## src/rtl/lcd_pkg.sv

```systemverilog
// lcd_pkg: shared word layout, LCD command constants and driver FSM states.
// Ports: none (package).
package lcd_pkg;

    localparam int RS_BIT = 9;
    localparam int RW_BIT = 8;
    localparam int D_MSB  = 7;

    localparam logic [7:0] CMD_CLEAR     = 8'h01;
    localparam logic [7:0] CMD_HOME      = 8'h02;
    localparam logic [7:0] CMD_HOME_ALT  = 8'h03;
    localparam logic [7:0] CMD_SET_DDRAM = 8'h80;
    localparam logic [7:0] LINE2_ADDR    = 8'h40;

    typedef enum logic [2:0] {POWERUP, IDLE, SETUP, E_HIGH, HOLD, WAIT} lcd_state_t;

    // Clear display and return home (0x03 decodes as return home) need the long wait.
    function automatic logic is_long_cmd(input logic rs, input logic [7:0] d);
        return !rs && (d == CMD_CLEAR || d == CMD_HOME || d == CMD_HOME_ALT);
    endfunction

endpackage

```

## src/rtl/lcd_delay_counter.sv

```systemverilog
// lcd_delay_counter: loadable down-counter that flags done when it reaches zero.
// Ports: clk, rst_n (sync, active-low, reloads RST_VAL), load/value (load value),
//        done (count is zero; counter holds at zero).
module lcd_delay_counter #(
    parameter int              CNT_W   = 22,
    parameter logic [CNT_W-1:0] RST_VAL = '0
) (
    input  logic             clk,
    input  logic             rst_n,
    input  logic             load,
    input  logic [CNT_W-1:0] value,
    output logic             done
);

    logic [CNT_W-1:0] r_cnt;

    assign done = (r_cnt == '0);

    always_ff @(posedge clk) begin
        if (!rst_n)     r_cnt <= RST_VAL;
        else if (load)  r_cnt <= value;
        else if (!done) r_cnt <= r_cnt - 1'b1;
    end

endmodule

```

## src/rtl/lcd_bus_driver.sv

```systemverilog
// lcd_bus_driver: paces {RS,RW,D} words onto HD44780 pins with setup/enable/hold/exec timing.
// Ports: clk, rst_n (sync, active-low); in_word/in_valid/in_ready upstream handshake;
//        lcd_rs, lcd_rw (tied 0), lcd_e, lcd_d LCD pins; busy high outside IDLE.
module lcd_bus_driver
    import lcd_pkg::*;
#(
    parameter int T_POWERUP = 2000000,
    parameter int T_AS      = 4,
    parameter int T_PW      = 23,
    parameter int T_AH      = 2,
    parameter int T_CMD     = 2000,
    parameter int T_LONG    = 82000,
    parameter int CNT_W     = 22
) (
    input  logic       clk,
    input  logic       rst_n,
    input  logic [9:0] in_word,
    input  logic       in_valid,
    output logic       in_ready,
    output logic       lcd_rs,
    output logic       lcd_rw,
    output logic       lcd_e,
    output logic [7:0] lcd_d,
    output logic       busy
);

    lcd_state_t       r_state;
    logic             r_rs;
    logic             r_e;
    logic [7:0]       r_d;
    logic             r_ready;
    logic             r_busy;
    logic             w_done;
    logic             w_accept;
    logic             w_load;
    logic [CNT_W-1:0] w_value;
    logic             w_unused_rw;

    // The driver never reads, so RW is dropped.
    assign w_unused_rw = in_word[RW_BIT];

    assign w_accept = (r_state == IDLE) && r_ready && in_valid;

    // Load the next state's duration on every timed-state transition.
    always_comb begin
        w_load  = w_accept || (w_done && (r_state == SETUP || r_state == E_HIGH || r_state == HOLD));
        w_value = w_accept               ? CNT_W'(T_AS - 1)   :
                  (r_state == SETUP)     ? CNT_W'(T_PW - 1)   :
                  (r_state == E_HIGH)    ? CNT_W'(T_AH - 1)   :
                  is_long_cmd(r_rs, r_d) ? CNT_W'(T_LONG - 1) : CNT_W'(T_CMD - 1);
    end

    lcd_delay_counter #(
        .CNT_W   (CNT_W),
        .RST_VAL (CNT_W'(T_POWERUP - 1))
    ) u_delay (
        .clk   (clk),
        .rst_n (rst_n),
        .load  (w_load),
        .value (w_value),
        .done  (w_done)
    );

    always_ff @(posedge clk) begin
        if (!rst_n) begin
            r_state <= POWERUP;
            r_rs    <= 1'b0;
            r_d     <= 8'h00;
            r_e     <= 1'b0;
            r_ready <= 1'b0;
            r_busy  <= 1'b1;
        end else begin
            case (r_state)
                POWERUP: if (w_done) begin
                    r_state <= IDLE;
                    r_ready <= 1'b1;
                    r_busy  <= 1'b0;
                end
                IDLE: if (w_accept) begin
                    r_state <= SETUP;
                    r_rs    <= in_word[RS_BIT];
                    r_d     <= in_word[D_MSB:0];
                    r_ready <= 1'b0;
                    r_busy  <= 1'b1;
                end
                SETUP: if (w_done) begin
                    r_state <= E_HIGH;
                    r_e     <= 1'b1;
                end
                E_HIGH: if (w_done) begin
                    r_state <= HOLD;
                    r_e     <= 1'b0;
                end
                HOLD: if (w_done) r_state <= WAIT;
                WAIT: if (w_done) begin
                    r_state <= IDLE;
                    r_ready <= 1'b1;
                    r_busy  <= 1'b0;
                end
                default: r_state <= POWERUP;
            endcase
        end
    end

    assign in_ready = r_ready;
    assign lcd_rs   = r_rs;
    assign lcd_rw   = 1'b0;
    assign lcd_e    = r_e;
    assign lcd_d    = r_d;
    assign busy     = r_busy;

endmodule
```

## config.mk

```make
export PLATFORM = sky130hd
export DESIGN_NAME = lcd_bus_driver
export DESIGN_NICKNAME = d
export VERILOG_FILES = /design/src/rtl/lcd_pkg.sv /design/src/rtl/lcd_delay_counter.sv /design/src/rtl/lcd_bus_driver.sv
export SDC_FILE = /design/constraint.sdc
export NUM_CORES = 1
export LEC_CHECK = 0
export CAP_MARGIN = 25
export CORE_ASPECT_RATIO = 2
export CORE_UTILIZATION = 35
export CTS_CLUSTER_DIAMETER = 100
export DETAILED_ROUTE_END_ITERATION = 10
export HOLD_SLACK_MARGIN = 0.12
export MAX_ROUTING_LAYER = met4
export PLACE_DENSITY = 0.61
export SLEW_MARGIN = 20
export SYNTH_ARGS = -nofsm -noshare
export SYNTH_HDL_FRONTEND = slang
export SYNTH_SLANG_ARGS = --single-unit
export TNS_END_PERCENT = 30
```

## constraint.sdc

```tcl
create_clock -name clk -period 6 [get_ports clk]
set_clock_uncertainty 0.2 [all_clocks]
set_input_delay 1.2 -clock clk [delete_from_list [all_inputs] [get_ports clk]]
set_output_delay 1.2 -clock clk [all_outputs]
set_load 0.02 [all_outputs]
```

==> results.sh <==
export IMPL_status="complete, no violations"
export IMPL_synth_warnings=0
export IMPL_cts_buffers_inserted=5
export IMPL_yosysUniqueCellTypes=53
export IMPL_grt_overflow_total=0
export IMPL_wire_per_inst_um=16.3
export IMPL_fin_tns_setup_ps=0
export IMPL_grt_first_pass_wirelength_um=8310
export IMPL_cts_buffer_depth=2
export IMPL_layout_commonest_cell="dfxtp_1"
export IMPL_synth_top_cell_area_share_pct=37.8
export IMPL_first_pass_iters=4
export IMPL_yosys_top_cells_area="dfxtp_1 38%, a21oi_1 5.6%, nand2_1 5.6%"
export IMPL_drive_above_1_share_pct=7.45
export IMPL_whs_ps=275
export IMPL_diodes=0
export IMPL_rsz0062_at_grt="false"
export IMPL_syn_nets=253
export IMPL_cts_sinks=37
export IMPL_slew_headroom_pct=49.6
export IMPL_netlist_instances=239
export IMPL_critPathBufInv=1
export IMPL_grt_use_total_pct=20.5
export IMPL_avgSynthCellArea_um2=8.20
export IMPL_rows=38
export IMPL_cp_cell_sequence="clkdlybuf4s50_1, nand3_1, or3_1, nand2_1, o211ai_1"
export IMPL_cts_tree="yes"
export IMPL_crit_fanout=15
export IMPL_cp_data_arrival_time_ps=2930
export IMPL_cts_hold_buf=0
export IMPL_ios=26
export IMPL_critPathKind="input pin to flop"
export IMPL_post_route_min_period_ps=3000
export IMPL_stdcell_area_um2=2280
export IMPL_ctsResizeCount=0
export IMPL_start_kind="input pin"
export IMPL_maxCapViolations=0
export IMPL_vias=1806
export IMPL_worstHoldStart="lcd_d[0]$_SDFFE_PN0P_"
export IMPL_yosysTopAreaCell="dfxtp_1"
export IMPL_cp_startpoint="in_valid"
export IMPL_max_clock_freq_mhz=334
export IMPL_clkTransAtPathRegs_ps=70
export IMPL_maxSlewViolCount=0
export IMPL_drt_iter0_drc=53
export IMPL_die_w_um=54.9
export IMPL_grt_pass1_vias=1758
export IMPL_synth_seq_cells=37
export IMPL_wirelength_um=5120
export IMPL_hold_viol=0
export IMPL_synth_edf_count=0
export IMPL_die_h_um=108
export IMPL_rr_startpoint="u_delay.r_cnt[0]$_SDFFE_PN1P_"
export IMPL_cts_setup_buffers=0
export IMPL_min_period_over_period_pct=50.0
export IMPL_core_um2=5420
export IMPL_powerDensity_nw_per_um2=192
export IMPL_fin_nets=268
export IMPL_endpoint_kind="flop"
export IMPL_hold_class="flop to flop"
export IMPL_clk_latency_ps=300
export IMPL_area_growth_pct=16.3
export IMPL_vdd_drop_max_mv=0.157
export IMPL_clockRootBuffer="clkbuf_8"
export IMPL_fin_total_pwr_mw=0.436
export IMPL_portBuffers=23
export IMPL_gp_congestion=0.829
export IMPL_routed_via_density=5.73
export IMPL_drc=0
export IMPL_fillCellCount=612
export IMPL_synthFlopType="dfxtp_1"
export IMPL_initial_core_util_pct=36.1
export IMPL_ant_nets=0
export IMPL_postSynth_asyncResetShare_pct=0
export IMPL_worstMarginPinSlew_ps=753
export IMPL_p_leak_nw=0.751
export IMPL_cp_required_ps=5940
export IMPL_h_tree_depth=2
export IMPL_place_area_um2=2200
export IMPL_hpwlAfterDp_um=3790
export IMPL_layout_common_cells="37 x dfxtp_1, 29 x nand2_1, 23 x clkdlybuf4s50_1"
export IMPL_grt_max_degree=20
export IMPL_cpLargestDelayFamily="simple AND/OR/NAND/NOR gates"
export IMPL_antenna_found_initial=0
export IMPL_final_setup_viol_count=0
export IMPL_critPathSlowestCell="or3_1"
export IMPL_max_stage_delay_ps=640
export IMPL_netlist_area_um2=1960
export IMPL_die_area_um2=5920
export IMPL_ys_seq_area_share_pct=37.8
## power by group
group	internal [mW]	total [mW]	leakage (nW)	switching, mW
combinational	0.00960	0.0174	0.413	0.00779
sequential	0.247	0.249	0.299	0.00183
clock	0.0825	0.170	0.0395	0.0875
## flip-flops by register name, indices dropped and copies added, names as in the netlist
| register | cells |
|---|---|
| in_ready | 1 |
| lcd_rs | 1 |
| busy | 1 |
| lcd_e | 1 |
| r_state | 3 |
| u_delay.r_cnt | 22 |
| lcd_d | 8 |
## worst register-to-register path, delay by kind of cell, from the launching register on
kind,cells,cell delay [ps]
AOI/OAI and AO/OA,1,140
and+or+nand+nor,4,1780
DFF,1,350
buffers and inverters,1,70
adders and majority gates,1,170
## kinds of logic after synthesis
group                      after synthesis  synth area share, %
DFF                                     37                 37.8
adders and majority gates                1                0.638
buffers and inverters                   21                 4.98
AOI/OAI and AO/OA                       70                 22.9
other                                    1                0.191
and+or+nand+nor                         97                 28.1
xor gates and xnor gates                12                 5.36
## per-layer routing
metal	global-route usage [%]	up-vias	share of wire [%]
met5	-	-	0
met4	9.82	0	2.3
met3	3.81	10	2.9
met2	37.3	41	59
met1	19.0	855	35
li1	-	900	-
## metrics by stage
stage / setup slack (ps) / instances / utilization (%)
2_1_floorplan: 3360 / 239 / -
6_report: 3000 / 315 / 42.0
3_5_place_dp: 2660 / 307 / 40.6
5_1_grt: 2930 / 315 / 42.0
4_1_cts: 3000 / 315 / 42.0
3_3_place_gp: 2690 / 307 / 40.6
## cells in the mapped netlist, drive strengths merged (4+ instances only)
library cell	number
or4	6
nor3	10
a31oi	5
nand4	4
nand2	30
dfxtp	37
nor2	13
o211ai	4
a211oi	5
xor2	7
inv	4
nand3	10
xnor2	5
o21ai	16
nor4	7
or3	6
clkbuf	13
a21oi	22
## layout make-up
type                    instances  area (µm²)  area share (%)
inverters                       5        18.8           0.824
clock buffers                   8        80.1            3.51
repair buffers                 24         238            10.4
flip-flops and latches         37         741            32.5
well taps                      60        75.1            3.29
multi-input cells             181        1130            49.4
## worst paths after layout
path	cells after the start	to	slack (ps)
worst min register to register	2	lcd_d[0]$_SDFFE_PN0P_	280
worst min-delay path	2	lcd_d[0]$_SDFFE_PN0P_	280
worst max-delay path	5	u_delay.r_cnt[4]$_SDFFE_PN1P_	3000
worst max register to register	7	u_delay.r_cnt[4]$_SDFFE_PN1P_	3130
No activity file was read; power rests on OpenSTA's default activity.
